`config.mk`:
```
export PLATFORM = sky130hd
export DESIGN_NAME = irq_ctrl_flat
export DESIGN_NICKNAME = d
export VERILOG_FILES = /design/src/rtl/irq_ctrl_if.sv /design/src/rtl/irq_ctrl.sv /design/src/flat_wrapper.sv
export SDC_FILE = /design/constraint.sdc
export NUM_CORES = 1
export LEC_CHECK = 0
export CORE_AREA = 2 2 61 63
export DETAILED_ROUTE_END_ITERATION = 12
export DIE_AREA = 0 0 63 65
export MAX_ROUTING_LAYER = met4
export PLACE_DENSITY = 0.79
export SKIP_LAST_GASP = 1
export SLEW_MARGIN = 20
export SYNTH_ARGS = -nofsm -noshare
export SYNTH_HDL_FRONTEND = slang
export SYNTH_SLANG_ARGS = --single-unit
```
`constraint.sdc`:
```
create_clock -name clk -period 1.7 [get_ports clk]
set_input_delay 0.255 -clock clk [delete_from_list [all_inputs] [get_ports clk]]
set_output_delay 0.255 -clock clk [all_outputs]
set_load 0.1 [all_outputs]
```
`src/rtl/irq_ctrl_if.sv`:
```
// CPU-side handshake between the interrupt controller and the multi-cycle control unit.
// master = interrupt controller, slave = CPU control unit.
interface irq_ctrl_if #(
   parameter int ID_W = 3
);
   logic            INT_irq;
   logic            INTA_irq;
   logic            EOI;
   logic            in_service;
   logic [ID_W-1:0] irq_id;
   logic [31:0]     irq_vector;

   modport master (
      output INT_irq, irq_id, irq_vector, in_service,
      input  INTA_irq, EOI
   );

   modport slave (
      input  INT_irq, irq_id, irq_vector, in_service,
      output INTA_irq, EOI
   );
endinterface

```
`src/rtl/irq_ctrl.sv`:
```
// Fixed-priority interrupt controller: latches edge/level sources, requests the CPU,
// and holds one interrupt in service until the handler signals EOI.
module irq_ctrl #(
   parameter int          N        = 8,
   parameter int          ID_W     = 3,
   parameter logic [31:0] VEC_BASE = 32'h0000_0018
) (
   input  logic         clk,
   input  logic         rst,
   input  logic [N-1:0] irq_src,
   input  logic [N-1:0] irq_mask,
   input  logic [N-1:0] edge_sel,
   output logic [N-1:0] pending,
   irq_ctrl_if.master   cpu
);
   typedef enum logic [1:0] {IDLE, REQ, SERVICE} state_t;

   state_t          state_q, state_d;
   logic [N-1:0]    pending_q, pending_d;
   logic [N-1:0]    src_q;
   logic [N-1:0]    active;
   logic [N-1:0]    clr;
   logic            inta_q;
   logic            ack;
   logic            take_ack;
   logic            int_irq_q, int_irq_d;
   logic            in_service_q, in_service_d;
   logic [ID_W-1:0] irq_id_q, irq_id_d;
   logic [ID_W-1:0] sel;

   assign active   = pending_q & ~irq_mask;
   assign ack      = cpu.INTA_irq & ~inta_q;
   assign take_ack = (state_q == REQ) && ack;

   // Lowest index wins: scan downward so the last hit is the smallest index.
   always_comb begin
      sel = '0;
      for (int i = N - 1; i >= 0; i--) begin
         if (active[i]) sel = ID_W'(i);
      end
   end

   // Edge sources: a new rising edge beats a same-cycle acknowledge clear.
   generate
      for (genvar gi = 0; gi < N; gi++) begin : g_pend
         assign clr[gi]       = take_ack && (irq_id_q == ID_W'(gi));
         assign pending_d[gi] = edge_sel[gi]
                              ? ((pending_q[gi] & ~clr[gi]) | (irq_src[gi] & ~src_q[gi]))
                              : irq_src[gi];
      end
   endgenerate

   always_ff @(posedge clk) begin
      if (!rst) begin
         state_q      <= IDLE;
         pending_q    <= '0;
         src_q        <= '0;
         inta_q       <= 1'b0;
         int_irq_q    <= 1'b0;
         in_service_q <= 1'b0;
         irq_id_q     <= '0;
      end else begin
         state_q      <= state_d;
         pending_q    <= pending_d;
         src_q        <= irq_src;
         inta_q       <= cpu.INTA_irq;
         int_irq_q    <= int_irq_d;
         in_service_q <= in_service_d;
         irq_id_q     <= irq_id_d;
      end
   end

   always_comb begin
      state_d = state_q;
      case (state_q)
         IDLE:    if (|active) state_d = REQ;
         REQ: begin
            if (ack)           state_d = SERVICE;
            else if (~|active) state_d = IDLE;
         end
         SERVICE: if (cpu.EOI) state_d = IDLE;
         default:              state_d = IDLE;
      endcase
   end

   always_comb begin
      int_irq_d    = int_irq_q;
      in_service_d = in_service_q;
      irq_id_d     = irq_id_q;
      case (state_q)
         IDLE: begin
            int_irq_d = |active;
            if (|active) irq_id_d = sel;
         end
         REQ: begin
            if (ack) begin
               int_irq_d    = 1'b0;
               in_service_d = 1'b1;
            end else if (~|active) begin
               int_irq_d = 1'b0;
            end else begin
               int_irq_d = 1'b1;
               irq_id_d  = sel;
            end
         end
         SERVICE: begin
            int_irq_d = 1'b0;
            if (cpu.EOI) in_service_d = 1'b0;
         end
         default: begin
            int_irq_d    = 1'b0;
            in_service_d = 1'b0;
         end
      endcase
   end

   assign pending        = pending_q;
   assign cpu.INT_irq    = int_irq_q;
   assign cpu.in_service = in_service_q;
   assign cpu.irq_id     = irq_id_q;
   assign cpu.irq_vector = VEC_BASE + (32'(irq_id_q) << 2);
endmodule

```
`src/flat_wrapper.sv`:
```
// flat-port wrapper written by rule: the top's interface ports become plain ports
module irq_ctrl_flat 
#(
   parameter int          N        = 8,
   parameter int          ID_W     = 3,
   parameter logic [31:0] VEC_BASE = 32'h0000_0018
)
  (clk, rst, irq_src, irq_mask, edge_sel, pending, cpu_INT_irq, cpu_irq_id, cpu_irq_vector, cpu_in_service, cpu_INTA_irq, cpu_EOI);
  irq_ctrl_if #(.ID_W(ID_W)) cpu_i ();
  input  logic clk;
  input  logic rst;
  input  logic [N-1:0] irq_src;
  input  logic [N-1:0] irq_mask;
  input  logic [N-1:0] edge_sel;
  output logic [N-1:0] pending;
  output wire logic [$bits(cpu_i.INT_irq)-1:0] cpu_INT_irq;
  output wire logic [$bits(cpu_i.irq_id)-1:0] cpu_irq_id;
  output wire logic [$bits(cpu_i.irq_vector)-1:0] cpu_irq_vector;
  output wire logic [$bits(cpu_i.in_service)-1:0] cpu_in_service;
  input wire logic [$bits(cpu_i.INTA_irq)-1:0] cpu_INTA_irq;
  input wire logic [$bits(cpu_i.EOI)-1:0] cpu_EOI;
  assign cpu_INT_irq = cpu_i.INT_irq;
  assign cpu_irq_id = cpu_i.irq_id;
  assign cpu_irq_vector = cpu_i.irq_vector;
  assign cpu_in_service = cpu_i.in_service;
  assign cpu_i.INTA_irq = cpu_INTA_irq;
  assign cpu_i.EOI = cpu_EOI;
  irq_ctrl #(.N(N), .ID_W(ID_W), .VEC_BASE(VEC_BASE)) u_core (.clk(clk), .rst(rst), .irq_src(irq_src), .irq_mask(irq_mask), .edge_sel(edge_sel), .pending(pending), .cpu(cpu_i));
endmodule
```
=== Word-level counts from Yosys, hierarchy flattened ===
Index checks and enable logic that the tools add are counted.

* Flip-flop bits (word level): 24
* Bits of input ports: 28
* Logic and storage cells: 113

* $add $sub $neg: 1
* Eq/ne operators: 14
* Multiplexer cells: 30
* Bitwise operators: 45
* Reductions and logical operators: 16

{| class="wikitable"
|+ Operator list
! operator !! number
|-
| $mux 3 || 10
|-
| $not 1->1 || 18
|-
| $and 1x1->1 || 17
|-
| $eq 3x3->1 const B || 4
|-
| $mux 1 || 12
|-
| $logic_and 1x1->1 || 9
|-
| $and 8x8->8 || 1
|-
| $mux 2 || 4
|-
| $not 8->8 || 1
|-
| $or 1x1->1 || 8
|-
| $reduce_or 8->1 || 1
|-
| $add 5x5->6 const A || 1
|-
| $eq 3x2->1 const B || 2
|-
| $pmux 2 s3 || 1
|-
| $pmux 3 s2 || 1
|-
| $reduce_and 3->1 || 2
|-
| $ne 2x1->1 const B || 2
|-
| $ne 2x2->1 const B || 2
|-
| $eq 3x1->1 const B || 1
|-
| $logic_not 3->1 || 1
|-
| $ne 3x2->1 const B || 1
|-
| $pmux 1 s3 || 1
|-
| $eq 2x1->1 const B || 1
|-
| $eq 2x2->1 const B || 1
|-
| 4 further kinds || 4
|}

=== Longest topological paths before layout ===
Gate-level depths: netlist of the first run.

* Depth in word-level cells: 13
* Depth in mapped cells: 5
* Gate-level depth less buffers: 4

=== Least setup slack after synthesis of the first run ===
Ideal clock, no wire load.

* Path type: flip-flop to output port
* Start: reg u_core.irq_id_q[1], in the netlist u_core.cpu.irq_id[1]
* End: out cpu_irq_vector[4]
* Data arrival time: 2.879 ns
* Data required time: 1.445 ns
* Setup slack: -1.434 ns
* Stages on the path, launching flop included: 4
* Path buffers: 0
* Path through: dfxtp_1 > inv_1 > ha_1 > inv_1

* Longest elaborated chain between the ends: 1

{| class="wikitable"
|+ Ends and longest elaborated chain
! what !! RTL line !! source
|-
| start: declaration || irq_ctrl.sv:28 || <nowiki>logic [ID_W-1:0] irq_id_q, irq_id_d;</nowiki>
|-
| start signal: assignment || irq_ctrl.sv:69 || <nowiki>irq_id_q <= irq_id_d;</nowiki>
|-
| $add 5x5->6 || irq_ctrl.sv:121 || <nowiki>assign cpu.irq_vector = VEC_BASE + (32'(irq_id_q) << 2);</nowiki>
|-
| end: declaration || flat_wrapper.sv:18 || <nowiki>output wire logic [$bits(cpu_i.irq_vector)-1:0] cpu_irq_vector;</nowiki>
|}

No other way between the ends.

=== Worst setup path in the final report of the first run ===
Same ends and word-level chain as after synthesis.

==> impl_metrics.yaml, run 1 <==
synth:
  async_flop_share_pct: 0
  synthAdderAreaFrac_pct: 0.983
  synth_top_family_by_area: "buffers and inverters"
  yosys-top-cells-area: "dfxtp_1, buf_4, nand2_1"
  yosys_warnings: 0
  synth_top_area_share_pct: 37.8
  ys_seq_area_share_pct: 37.8
  yosys.area_share.simple_pct: 20.6
  synth-edff-count: 0
  syn_area_per_cell_um2: 8.48
  synth_common_cells: "buf_4, dfxtp_1, nand2_1, and2_1, inv_1"
  synthMostInstantiatedCell: "buf_4"
  synth_top_flop_cell: "dfxtp_1"
  synth-compound-area-share_pct: 18.8
  yosysTopAreaCell: "dfxtp_1"
  syn_inst: 150
  ys_types: 37
  synthMuxAreaShare_pct: 0
  ys_ff_latch: 24
  syn-cell-area_um2: 1270
  synth-xor-area-share_pct: 0
timing:
  post-route-period-util_pct: 96.5
  rsz0062_at_grt: "yes"
  hold_viol: 0
  worst_pin_slew_ns: 0.524
  post-route-min-period_ns: 1.64
  setup_viol: 0
  max_freq_mhz: 609
  fin_skew_ns: 0.0154
  fin_tns_setup_ns: 0
  fin_ws_ns: 0.0590
  slew_viol_final: 0
  slew_headroom_pct: 65.0
placement:
  portBuffers: 44
  dpl.hpwl_mm: 2.19
  dp.cells: 240
  placed_area_um2: 1860
  gp_congestion: 0.780
  dp_slack_ns: 0.00949
final_layout:
  register_area_um2: 494
  fill_cells: 321
  multi_input_area_um2: 632
  drive_gt1_share_pct: 21.2
  syn_to_final_growth_pct: 49.8
  diodes: 0
  final-instance-count-excl-fill: 246
  finalNetCount: 228
  stdcell_area_um2: 1910
floorplan:
  die_w_um: 63
  start_util_pct: 36.4
  boundaryPins: 73
  dieArea_um2: 4100
  die_h_um: 65
  core_area_um2: 3500
  rows: 22
drt:
  num_vias: 1114
  postRouteAntennaNets: 0
  first_pass_iters: 4
  finalWirelength_mm: 2.79
  drc: 0
  detail_route.wl_per_cell_um: 11.3
  drt_iter0_drc: 15
  viasPerCell: 4.53
global_routing:
  grt-ovfl-total: 0
  grt_usage_pct: 14.1
  antenna_found_initial: 0
  grt_pass1_vias: 1042
  grt_max_degree: 20
  grt_first_pass_wirelength_mm: 4.46
critical_path:
  worstPathArrival_ns: 1.39
  worstSetupEndpoint: "cpu_irq_vector[4]"
  timing.rr.end: "u_core.pending[6]$_SDFF_PN0_"
  r2r_cells: 4
  crit_start: "u_core.cpu.irq_id[1]$_SDFFE_PN0P_"
  timing.rr.start: "u_core.state_q[0]$_SDFFE_PN0P_"
  cp_max_fo: 7
  critPathRequiredTime_ns: 1.44
  worst_setup_path_start_kind: "flip-flop"
  setup.worst_path.class: "reg2out"
  setup.worst_path.end_class: "primary output"
  r2r_slack_ns: 0.30
clock_network:
  clock-sinks: 24
  htreeDepth: 1
  cts-root-buf: "clkbuf_4"
  path_clk_slew_ns: 0.13
  hold_buffers: 0
  clkLatencyLatePin_ns: 0.31
  cts_made_buffers: 3
  cts_tree: "built"
  clockBufferDepth: 2
outcome:
  status: "finished clean"
pwr:
  powerDensity_nw_per_um2: 1040
  power.leakage_nw: 0.843
  p_total_mw: 1.99
  ir_drop_v: 0.000414
job:
  drv_cap: 0
min_path:
  hold_path_class: "reg2reg"
  hp-start: "u_core.src_q[3]$_SDFF_PN0_"
## cell type report
cell class / count / area share (%)
repair buffers: 49 / 34.0
well taps: 48 / 3.15
flip-flops and latches: 24 / 25.9
multi-input cells: 112 / 33.2
inverters: 9 / 2.36
clock buffers: 4 / 1.38
## worst min-delay path by stage
stage                                   endpoint  cells after the start
floorplan               u_core.inta_q$_SDFF_PN0_                      1
global placement    u_core.pending[4]$_SDFF_PN0_                      2
detailed placement  u_core.pending[3]$_SDFF_PN0_                      3
CTS                 u_core.pending[3]$_SDFF_PN0_                      3
global route        u_core.pending[7]$_SDFF_PN0_                      2
finish              u_core.pending[3]$_SDFF_PN0_                      3
## placed cells by master, fill, tap and decap left out, drive strengths merged, types with 2 or more instances in the layout
master,count
conb,28
clkdlybuf4s50,27
dfxtp,24
buf,22
nand2,17
and2,10
a31oi,7
inv,6
nand3,6
a21o,6
a21oi,5
o21ai,5
nor2,4
clkbuf,4
clkinvlp,3
nand2b,3
nor2b,3
nor3,2
## metrics by stage
stage                     hold slack (ns)  util, %
after global placement              0.443     53.3
after global routing                0.497     54.5
after floorplan                     0.391        -
after CTS                           0.486     54.0
final                               0.480     54.5
after detailed placement            0.453     53.3
## registers in the layout, indices dropped and copies added, names as in the netlist
signal / count
u_core.pending: 8
u_core.src_q: 8
u_core.cpu.irq_id: 3
u_core.state_q: 2
u_core.cpu.INT_irq: 1
u_core.cpu.in_service: 1
u_core.inta_q: 1
## where the power goes
group	total, mW	leakage (nW)	internal (mW)	switching, mW
Sequential	0.671	0.202	0.612	0.0587
Combinational	1.06	0.626	0.324	0.740
Clock	0.254	0.0150	0.0915	0.162
## per-layer routing
metal	vias up	GRT usage [%]	share of wire (%)
met4	0	5.00	1.2
li1	549	-	-
met2	50	24.3	50
met1	511	16.4	41
met5	-	-	0
met3	4	2.95	7.8
## kinds of logic (layout without fill, tap and decap cells)
logic type / Yosys count / after routing
AOI/OAI and AO/OA: 34 / 34
adders and majority gates: 1 / 1
other: 1 / 28
DFF: 24 / 24
and+or+nand+nor: 49 / 49
buffers and inverters: 41 / 62
## worst max-delay path: stages (launching register included)
cell and delay [ns]:
dfxtp_4 0.42, clkinvlp_4 0.11, ha_4 0.28, clkinvlp_4 0.08
buf_12 0.17
## what timing repair did
| action | in CTS | in global routing |
|---|---|---|
| resized for setup | 0 | 1 |
| buffers inserted | 0 | 2 |
| endpoints found under the setup margin | 0 | 1 |
(Power assumes the default switching activity.)
==> inputs of run 2 (changes only) <==
--- a/config.mk
+++ b/config.mk
@@ -5,11 +5,12 @@
 export SDC_FILE = /design/constraint.sdc
 export NUM_CORES = 1
 export LEC_CHECK = 0
-export CORE_AREA = 2 2 61 63
+export CORE_AREA = 2 2 59 61
 export DETAILED_ROUTE_END_ITERATION = 12
-export DIE_AREA = 0 0 63 65
+export DIE_AREA = 0 0 61 63
+export GPL_ROUTABILITY_DRIVEN = 0
 export MAX_ROUTING_LAYER = met4
-export PLACE_DENSITY = 0.79
+export PLACE_DENSITY = 0.84
 export SKIP_LAST_GASP = 1
 export SLEW_MARGIN = 20
 export SYNTH_ARGS = -nofsm -noshare
==> constraint.sdc (replaced) <==
create_clock -name clk -period 2 [get_ports clk]
set_input_delay 0.3 -clock clk [delete_from_list [all_inputs] [get_ports clk]]
set_output_delay 0.3 -clock clk [all_outputs]
set_load 0.1 [all_outputs]
==> run 2 against run 1 <==
  * Flip-flop and latch count unchanged
  * Sequential share of layout area rose by 2.2 points
  * Total power down 15%
  * Setup slack better by 0.16 ns
  * Non-clock buffer count down 4
  * Highest routed layer unchanged
  * Final cell count fell by 2.4%
  * Clock power up 20%
  * Largest power group unchanged
==> impl_metrics.yaml, run 2 (same netlist as run 1, synthesis figures left out) <==
outcome:
  status: "finished clean"
timing:
  slew_headroom_pct: 65.0
  worst_pin_slew_ns: 0.524
  post-route-min-period_ns: 1.78
  hold_ws_ns: 0.479
  setup_viol: 0
  fin_tns_setup_ns: 0
  slew_viol_final: 0
  post-route-period-util_pct: 89.0
  fin_skew_ns: 0.00824
  max_freq_mhz: 562
  hold_viol: 0
  rsz0062_at_grt: "no"
final_layout:
  diodes: 0
  drive_gt1_share_pct: 16.0
  finalNetCount: 224
  syn_to_final_growth_pct: 35.3
  mostFrequentLayoutCells: "conb_1, clkdlybuf4s50_1, dfxtp_1, nand2_1, buf_4"
  final_common_cell: "conb_1"
critical_path:
  r2r_cells: 4
  critPathRequiredTime_ns: 1.70
  worst_setup_path_start_kind: "flip-flop"
  timing.rr.start: "u_core.inta_q$_SDFF_PN0_"
  r2r_slack_ns: 0.64
  cp_max_fo: 8
  setup.worst_path.class: "reg2out"
  crit_start: "u_core.cpu.irq_id[1]$_SDFFE_PN0P_"
  setup.worst_path.end_class: "primary output"
  timing.rr.end: "u_core.pending[6]$_SDFF_PN0_"
  worstPathArrival_ns: 1.48
global_routing:
  grt_usage_pct: 15.0
  grt_pass1_vias: 1004
  grt_first_pass_wirelength_mm: 4.38
  antenna_found_initial: 0
  grt_max_degree: 20
  grt-ovfl-total: 0
floorplan:
  dieArea_um2: 3840
  rows: 21
  core_area_um2: 3230
  die_w_um: 61
  die_h_um: 63
  boundaryPins: 73
  start_util_pct: 39.4
min_path:
  hold_path_class: "reg2reg"
  hold_end: "u_core.pending[4]$_SDFF_PN0_"
  hp-start: "u_core.src_q[4]$_SDFF_PN0_"
  hold_depth: 2
drt:
  postRouteAntennaNets: 0
  num_vias: 1059
  drt_iter0_drc: 32
  drc: 0
  finalWirelength_mm: 2.66
  first_pass_iters: 4
  detail_route.wl_per_cell_um: 11.1
  viasPerCell: 4.41
clock_network:
  clockBufferDepth: 2
  clock-sinks: 24
  cts-root-buf: "clkbuf_4"
  cts.repair.resized: 0
  postCtsSetupBuffers: 0
  cts_tree: "built"
  hold_buffers: 0
  clkLatencyLatePin_ns: 0.32
  htreeDepth: 1
  path_clk_slew_ns: 0.14
  cts_made_buffers: 3
placement:
  dpl.hpwl_mm: 2.13
  portBuffers: 44
pwr:
  power.leakage_nw: 0.783
  clkPwrFrac_pct: 18.0
  switchingPower_uw: 814
  ir_drop_v: 0.000345
  p_sw_share_pct: 48.2
  combPwrFrac_pct: 48.9
  powerDensity_nw_per_um2: 981
  p_int_uw: 874
  p_seq_share_pct: 33.0
job:
  drv_cap: 0
[run 2: stage by stage]
stage	util, %	cell area (um2)	power (mW)	worst slack, ns	instances
2_1_floorplan	-	1400	1.25	-0.299	177
3_3_place_gp	51.8	1670	1.39	0.293	236
3_5_place_dp	51.8	1670	1.40	0.241	236
4_1_cts	53.3	1720	1.69	0.213	240
5_1_grt	53.3	1720	1.76	0.166	240
6_report	53.3	1720	1.69	0.219	240
[run 2: cell type report]
cell class,instances,area [um2]
clock buffers,4,47.5
repair buffers,45,455
multi-input cells,112,632
flip-flops and latches,24,484
inverters,9,45.0
well taps,46,57.6
fillers,318,1510
[run 2: metal layers]
layer	global-route usage [%]	wire length, um	up-vias
li1	-	-	540
met5	-	0	-
met4	4.89	42	0
met2	23.9	1260	47
met3	1.86	189	7
met1	19.4	1170	465
[run 2: critical path: stages, from the launching register on]
cell	delay, ns
dfxtp_4	0.43
clkinvlp_4	0.17
ha_4	0.31
clkinvlp_4	0.08
buf_12	0.17
[run 2: power groups by stage]
stage / sequential, mW / clock [mW] / combinational [mW]
final: 0.558 / 0.305 / 0.826
after global routing: 0.565 / 0.338 / 0.860
after CTS: 0.557 / 0.309 / 0.829
after detailed placement: 0.568 / 0 / 0.828
after global placement: 0.567 / 0 / 0.819
after floorplan: 0.733 / 0 / 0.517
[run 2: worst max path at each step]
stage,end
2_1_floorplan,cpu_irq_vector[4]
3_3_place_gp,u_core.cpu.irq_id[0]$_SDFFE_PN0P_
3_5_place_dp,u_core.cpu.irq_id[0]$_SDFFE_PN0P_
4_1_cts,cpu_irq_vector[4]
5_1_grt,cpu_irq_vector[4]
6_report,cpu_irq_vector[4]
